[src/rtl/pwm_gen.sv]
// rtl/pwm_gen.sv - LED PWM generator with boundary-shadowed duty and graceful drain.
// Optional macro PWM_FADE_EN: duty_applied steps by one toward duty at each period boundary.
module pwm_gen #(
   parameter int WIDTH = 4
) (
   input  logic             pwm_clk,
   input  logic             reset_n,
   input  logic             enable,
   input  logic [WIDTH-1:0] duty,
   output logic             pwm_out,
   output logic             period_start,
   output logic             busy,
   output logic [WIDTH-1:0] duty_applied
);

   localparam logic [WIDTH-1:0] MAX_CNT = WIDTH'((1 << WIDTH) - 2);

   typedef enum logic [1:0] {
      IDLE  = 2'd0,
      RUN   = 2'd1,
      DRAIN = 2'd2
   } state_t;

   state_t           state_q, state_d;
   logic [WIDTH-1:0] cnt_q, cnt_d;
   logic [WIDTH-1:0] duty_q, duty_d;
   logic             pwm_q, pwm_d;
   logic             ps_q, ps_d;
   logic [WIDTH-1:0] boundary_duty;
   logic [WIDTH-1:0] start_duty;

`ifdef PWM_FADE_EN
   always_comb begin
      boundary_duty = duty_q;
      if (duty > duty_q) begin
         boundary_duty = duty_q + 1'b1;
      end else if (duty < duty_q) begin
         boundary_duty = duty_q - 1'b1;
      end
      start_duty = duty_q;
   end
`else
   always_comb begin
      boundary_duty = duty;
      start_duty    = duty;
   end
`endif

   always_comb begin
      state_d = state_q;
      cnt_d   = cnt_q;
      duty_d  = duty_q;
      ps_d    = 1'b0;
      case (state_q)
         IDLE: begin
            cnt_d = '0;
            if (enable) begin
               state_d = RUN;
               duty_d  = start_duty;
               ps_d    = 1'b1;
            end
         end
         RUN, DRAIN: begin
            // enable is only decisive at the boundary; mid-period it just tracks RUN/DRAIN
            if (cnt_q == MAX_CNT) begin
               cnt_d = '0;
               if (enable) begin
                  state_d = RUN;
                  duty_d  = boundary_duty;
                  ps_d    = 1'b1;
               end else begin
                  state_d = IDLE;
               end
            end else begin
               cnt_d   = cnt_q + 1'b1;
               state_d = enable ? RUN : DRAIN;
            end
         end
         default: begin
            state_d = IDLE;
            cnt_d   = '0;
         end
      endcase
      pwm_d = (state_d != IDLE) && (cnt_d < duty_d);
   end

   always_ff @(posedge pwm_clk or negedge reset_n) begin
      if (!reset_n) begin
         state_q <= IDLE;
         cnt_q   <= '0;
         duty_q  <= '0;
         pwm_q   <= 1'b0;
         ps_q    <= 1'b0;
      end else begin
         state_q <= state_d;
         cnt_q   <= cnt_d;
         duty_q  <= duty_d;
         pwm_q   <= pwm_d;
         ps_q    <= ps_d;
      end
   end

   assign pwm_out      = pwm_q;
   assign period_start = ps_q;
   assign busy         = (state_q != IDLE);
   assign duty_applied = duty_q;

endmodule

[config.mk]
export PLATFORM = sky130hd
export DESIGN_NAME = pwm_gen
export DESIGN_NICKNAME = d
export VERILOG_FILES = /design/src/rtl/pwm_gen.sv
export SDC_FILE = /design/constraint.sdc
export NUM_CORES = 1
export LEC_CHECK = 0
export BUFFER_PORTS_ARGS = -buffer_cell sky130_fd_sc_hd__buf_2
export CORE_AREA = 2 2 39 41
export CTS_BUF_LIST = sky130_fd_sc_hd__clkbuf_8
export CTS_CLUSTER_DIAMETER = 40
export CTS_CLUSTER_SIZE = 10
export DETAILED_ROUTE_END_ITERATION = 8
export DIE_AREA = 0 0 41 43
export GPL_TIMING_DRIVEN = 0
export MAX_ROUTING_LAYER = met4
export PLACE_DENSITY = 0.77
export SYNTH_ARGS = -nofsm -noshare
export SYNTH_HDL_FRONTEND = slang
export SYNTH_SLANG_ARGS = --single-unit
[constraint.sdc]
create_clock -name pwm_clk -period 4.45 [get_ports pwm_clk]
set_input_delay 0.6675 -clock pwm_clk [delete_from_list [all_inputs] [get_ports pwm_clk]]
set_output_delay 0.6675 -clock pwm_clk [all_outputs]
set_load 0.02 [all_outputs]
==> results <==
- The flow ran to the end, and the final reports show no timing, DRC or antenna violations.
- The number of max-cap violations is 0.
- The uppermost layer routed is met4.
- Setup repair after global routing left no endpoint under its margin.
- Across all register-to-register paths, the minimum setup slack is 2.21 ns.
- In this run the clock root is driven by a sky130_fd_sc_hd__clkbuf_8.
- The source of the worst register-to-register timing path is state_q[1]$_DFF_PN0_.
- The first routing iteration left 12 violations.
- Summing the areas of all fa, ha and maj instances in the mapped netlist gives 12.5% of the synthesized area.
- The floorplan step set the die height to 43 µm.
- TritonCTS created 3 clock buffers.
- The clock tree skew after final layout is 0.00309 ns.
- After detailed routing, the number of vias per cell comes to about 5.6.
- The floorplan step defined a die boundary enclosing 1760 µm².
- For this block, the via count after detailed routing is 569.
- Adding up every negative setup slack in the final design gives 0 ns.
- The initial antenna violation count is 0.
- For this design, the CTS-stage hold fixing added 0 buffers.
- For this configuration, the core starts out at a cell density of 50.5%.
- The net count of the finished layout is 101.
- Summing the areas of all compound-gate instances in the mapped netlist gives 21.7% of the synthesized area.
- The number of global-route vias before repair is just under 600.
- Final hold analysis gives a worst-case slack of roughly 0.29 ns.
- The maximum clock frequency is between 400 and 500 MHz.
- The peak ir drop on the vdd network is 0.000409 V.
- The number of antenna diodes in the final layout is 0.
- The synthesized design contains 12 register bits.
- The detailed-router iteration count before antenna repair is 4.
- Measured along the x axis, the die boundary spans 41 µm.
- The global-route congestion overflow total is 0.
- Power spread over the standard cell area amounts to 773 nW/µm².
- The worst path uses 50.3% of the clock period.
- The total power draw is between 0.6 and 0.7 mW.
- The multiplexer share of the synthesized area is 0%.
- The xor/xnor cell area share of the yosys netlist is 2.51%.
- The number of placed instances, taps included, is about 100.
- The area of the placeable core is between 1000 and 1500 µm².
- The port buffer count is 12.
- The sum of net half-perimeters after detailed placement is 1030 µm.
- Counting the fill cells in the layout gives 120.
- The share of synthesized area occupied by flip-flops and latches is about 43%.
- The path class of the tightest hold or removal check is in2async.
- Routability-driven placement finished with a final weighted congestion of between 0.7 and 0.8.
- The area share of and/or/nand/nor cells after synthesis is 16.5%.
- The total length of routed met2 wires is 763 µm.
- Clock tree synthesis found a total of 12 sinks.
- The biggest cell delay along the critical path is approximately 0.40 ns.
- The clock latency on the worst-skew pair is 0.24 ns.
- Walking the worst path, the cells encountered are ha_1 -> nor2b_1 -> a21oi_1 -> nor2_1 -> a21oi_1 -> ha_1 -> a21o_1 -> a21oi_1 -> o21ai_1 -> a41oi_2.
- The mapped cell area is 698 µm².
- The count of buffers added by post-CTS timing repair for setup is 0.
- STA classifies the critical path startpoint as a flip-flop.
- The clock input transition at the sequential cells of the worst setup and hold paths is around 0.060 ns.
- At the pin with the least slew margin, the transition time is 0.347 ns.
- The dominant cell type by area after synthesis is sky130_fd_sc_hd__dfrtp_1.
- The final critical-path required period is 2.24 ns.
- By instance count, the cell type seen most on the critical path is sky130_fd_sc_hd__a21oi_1.
- The routed design uses between 30 and 40 µm of met3 wire.
- The count of unique library cells instantiated by Yosys is 25.
- The main combinational cell family by area after synthesis is compound AO/OA/AOI/OAI gates.
- TritonCTS built the clock tree.
- Of all nets on the critical path, the largest fanout is 7.
- At the worst endpoint, the arrival time is between 2 and 2.5 ns.
- The capturing point of the worst reg2reg path is pwm_out$_DFF_PN0_.
- The boundary pin count is 14.
- The overall routing resource usage is 21.2%.
- The count of cells along the worst register-to-register path is 10.
- The mean area per synthesized cell is approximately 10 µm².
- The final number of hold-violating endpoints was 0.
- The tightest slew margin relative to the limit is 76.9%.
- For this design the static power due to leakage is 0.428 nW.
- The H-tree level count is 1.
- Setup violations remaining at the end of the flow were counted as 0.
- The slowest stage of the critical path belongs to the cell sky130_fd_sc_hd__dfrtp_1.
- STA classifies the critical path endpoint as a flip-flop.
- For the worst setup path, the data required time is 4.61 ns.
- The number of instances resized during post-cts repair is 0.
- After detailed routing, the average wire length per cell comes to around 14 µm.
- The total count of max-transition violations in the final report is 0.
- The count of warnings emitted by yosys is 0.
- The total nets after synthesis is 84.
- The number of buffers and inverters on the critical path is 0.
- The relative area change from synthesis to final layout is 19.4%.
- In this run the deepest clock path goes through 2 buffers.
- The critical path is of the reg2reg type.
- After detailed routing, the wire length on met1 is 613 µm.
- The largest net degree at the start of global routing is 13.
- The synthesized design devotes to its leading area cell type roughly 43% of total area.
- The total detailed-routing wirelength is 1440 µm.
- The number of placement rows is 14.
- The first global-routing pass estimated 2420 µm of wire.
- The remaining number of nets flagged by the antenna check after routing is 0.
- The number of DRC violations after detailed routing is 0.
- The gate family responsible for the most delay along the worst path is compound AO/OA/AOI/OAI gates.
- In the final layout, the share of cells above drive strength 1 is 26.7%.
- The final cell count without fillers is 102.
- Sorting the synthesized cells by area gives the leading types as sky130_fd_sc_hd__dfrtp_1 (43%), sky130_fd_sc_hd__ha_1 (13%), sky130_fd_sc_hd__a21oi_1 (5.7%).
- The library cells used most frequently in the layout, excluding fill and tap cells, are sky130_fd_sc_hd__dfrtp_1 (12), sky130_fd_sc_hd__buf_2 (12), sky130_fd_sc_hd__a21oi_1 (8), sky130_fd_sc_hd__nor2_1 (8), sky130_fd_sc_hd__ha_1 (7).
- The synthesized instance count is 70.
-- per-layer routing --
layer,up-vias,GRT usage (%)
li1,278,-
met1,278,24.2
met2,9,33.4
met3,4,4.71
met4,0,10.0
met5,-,-
-- logic make-up after synthesis --
logic type,Yosys count
buffers and inverters,6
AO/OA/AOI/OAI,21
AND/OR/NAND/NOR,22
flip-flops,12
adder cells (fa/ha/maj),7
XOR/XNOR,2
-- final cells by class --
cell class	instances	area [µm²]	share of cell area (%)
inverters	5	18.8	2.25
repair buffers	12	60.1	7.21
multi-input cells	52	372	44.6
plain buffers	1	7.51	0.901
flip-flops and latches	12	300	36.0
clock buffers	4	55.1	6.61
well taps	16	20.0	2.40
-- synth_stat cells --
| master | instances |
|---|---|
| sky130_fd_sc_hd__a41oi_1 | 1 |
| sky130_fd_sc_hd__nor3b_1 | 1 |
| sky130_fd_sc_hd__nand2_2 | 1 |
| sky130_fd_sc_hd__a21oi_1 | 8 |
| sky130_fd_sc_hd__nand3_1 | 2 |
| sky130_fd_sc_hd__o21ai_0 | 2 |
| sky130_fd_sc_hd__and2b_2 | 1 |
| sky130_fd_sc_hd__a21o_1 | 4 |
| sky130_fd_sc_hd__a41oi_2 | 2 |
| sky130_fd_sc_hd__xor2_1 | 1 |
| sky130_fd_sc_hd__inv_1 | 5 |
| sky130_fd_sc_hd__nor2b_1 | 4 |
| sky130_fd_sc_hd__or2_2 | 1 |
| sky130_fd_sc_hd__dfrtp_1 | 12 |
| sky130_fd_sc_hd__o21ai_1 | 1 |
| sky130_fd_sc_hd__nand3b_1 | 1 |
| sky130_fd_sc_hd__nor2_1 | 8 |
| sky130_fd_sc_hd__a21oi_2 | 1 |
| sky130_fd_sc_hd__xnor2_1 | 1 |
| sky130_fd_sc_hd__a32o_1 | 1 |
| sky130_fd_sc_hd__buf_4 | 1 |
| sky130_fd_sc_hd__ha_1 | 7 |
| sky130_fd_sc_hd__o22ai_1 | 1 |
| sky130_fd_sc_hd__nand2b_1 | 1 |
| sky130_fd_sc_hd__nand2_1 | 2 |
-- state kept, by name, summed over array words and instances, names as in the netlist --
signal	count
state_q	2
cnt_q	4
period_start	1
pwm_out	1
duty_applied	4
-- power breakdown --
group / internal, mW / total, mW / switching, mW
Clock: 0.0783 / 0.121 / 0.0428
Sequential: 0.152 / 0.185 / 0.0327
Combinational: 0.138 / 0.338 / 0.200
Total: 0.369 / 0.644 / 0.275
-- worst max-delay path by stage --
stage / end / startpoint / cells after the start / slack [ns]
2_1_floorplan: pwm_out$_DFF_PN0_ / enable / 10 / 2.31
3_3_place_gp: pwm_out$_DFF_PN0_ / enable / 10 / 2.16
3_5_place_dp: pwm_out$_DFF_PN0_ / enable / 10 / 2.10
4_1_cts: pwm_out$_DFF_PN0_ / state_q[0]$_DFF_PN0_ / 10 / 2.22
5_1_grt: pwm_out$_DFF_PN0_ / state_q[0]$_DFF_PN0_ / 10 / 2.03
6_report: pwm_out$_DFF_PN0_ / state_q[1]$_DFF_PN0_ / 10 / 2.21
-- metrics by stage --
stage | cell area [µm²] | setup slack [ns] | utilization, %
2_1_floorplan | 698 | 2.31 | -
3_3_place_gp | 778 | 2.16 | 56.2
3_5_place_dp | 778 | 2.10 | 56.2
4_1_cts | 833 | 2.22 | 60.2
5_1_grt | 833 | 2.03 | 60.2
6_report | 833 | 2.21 | 60.2
Power figures use the tool's default switching activity.
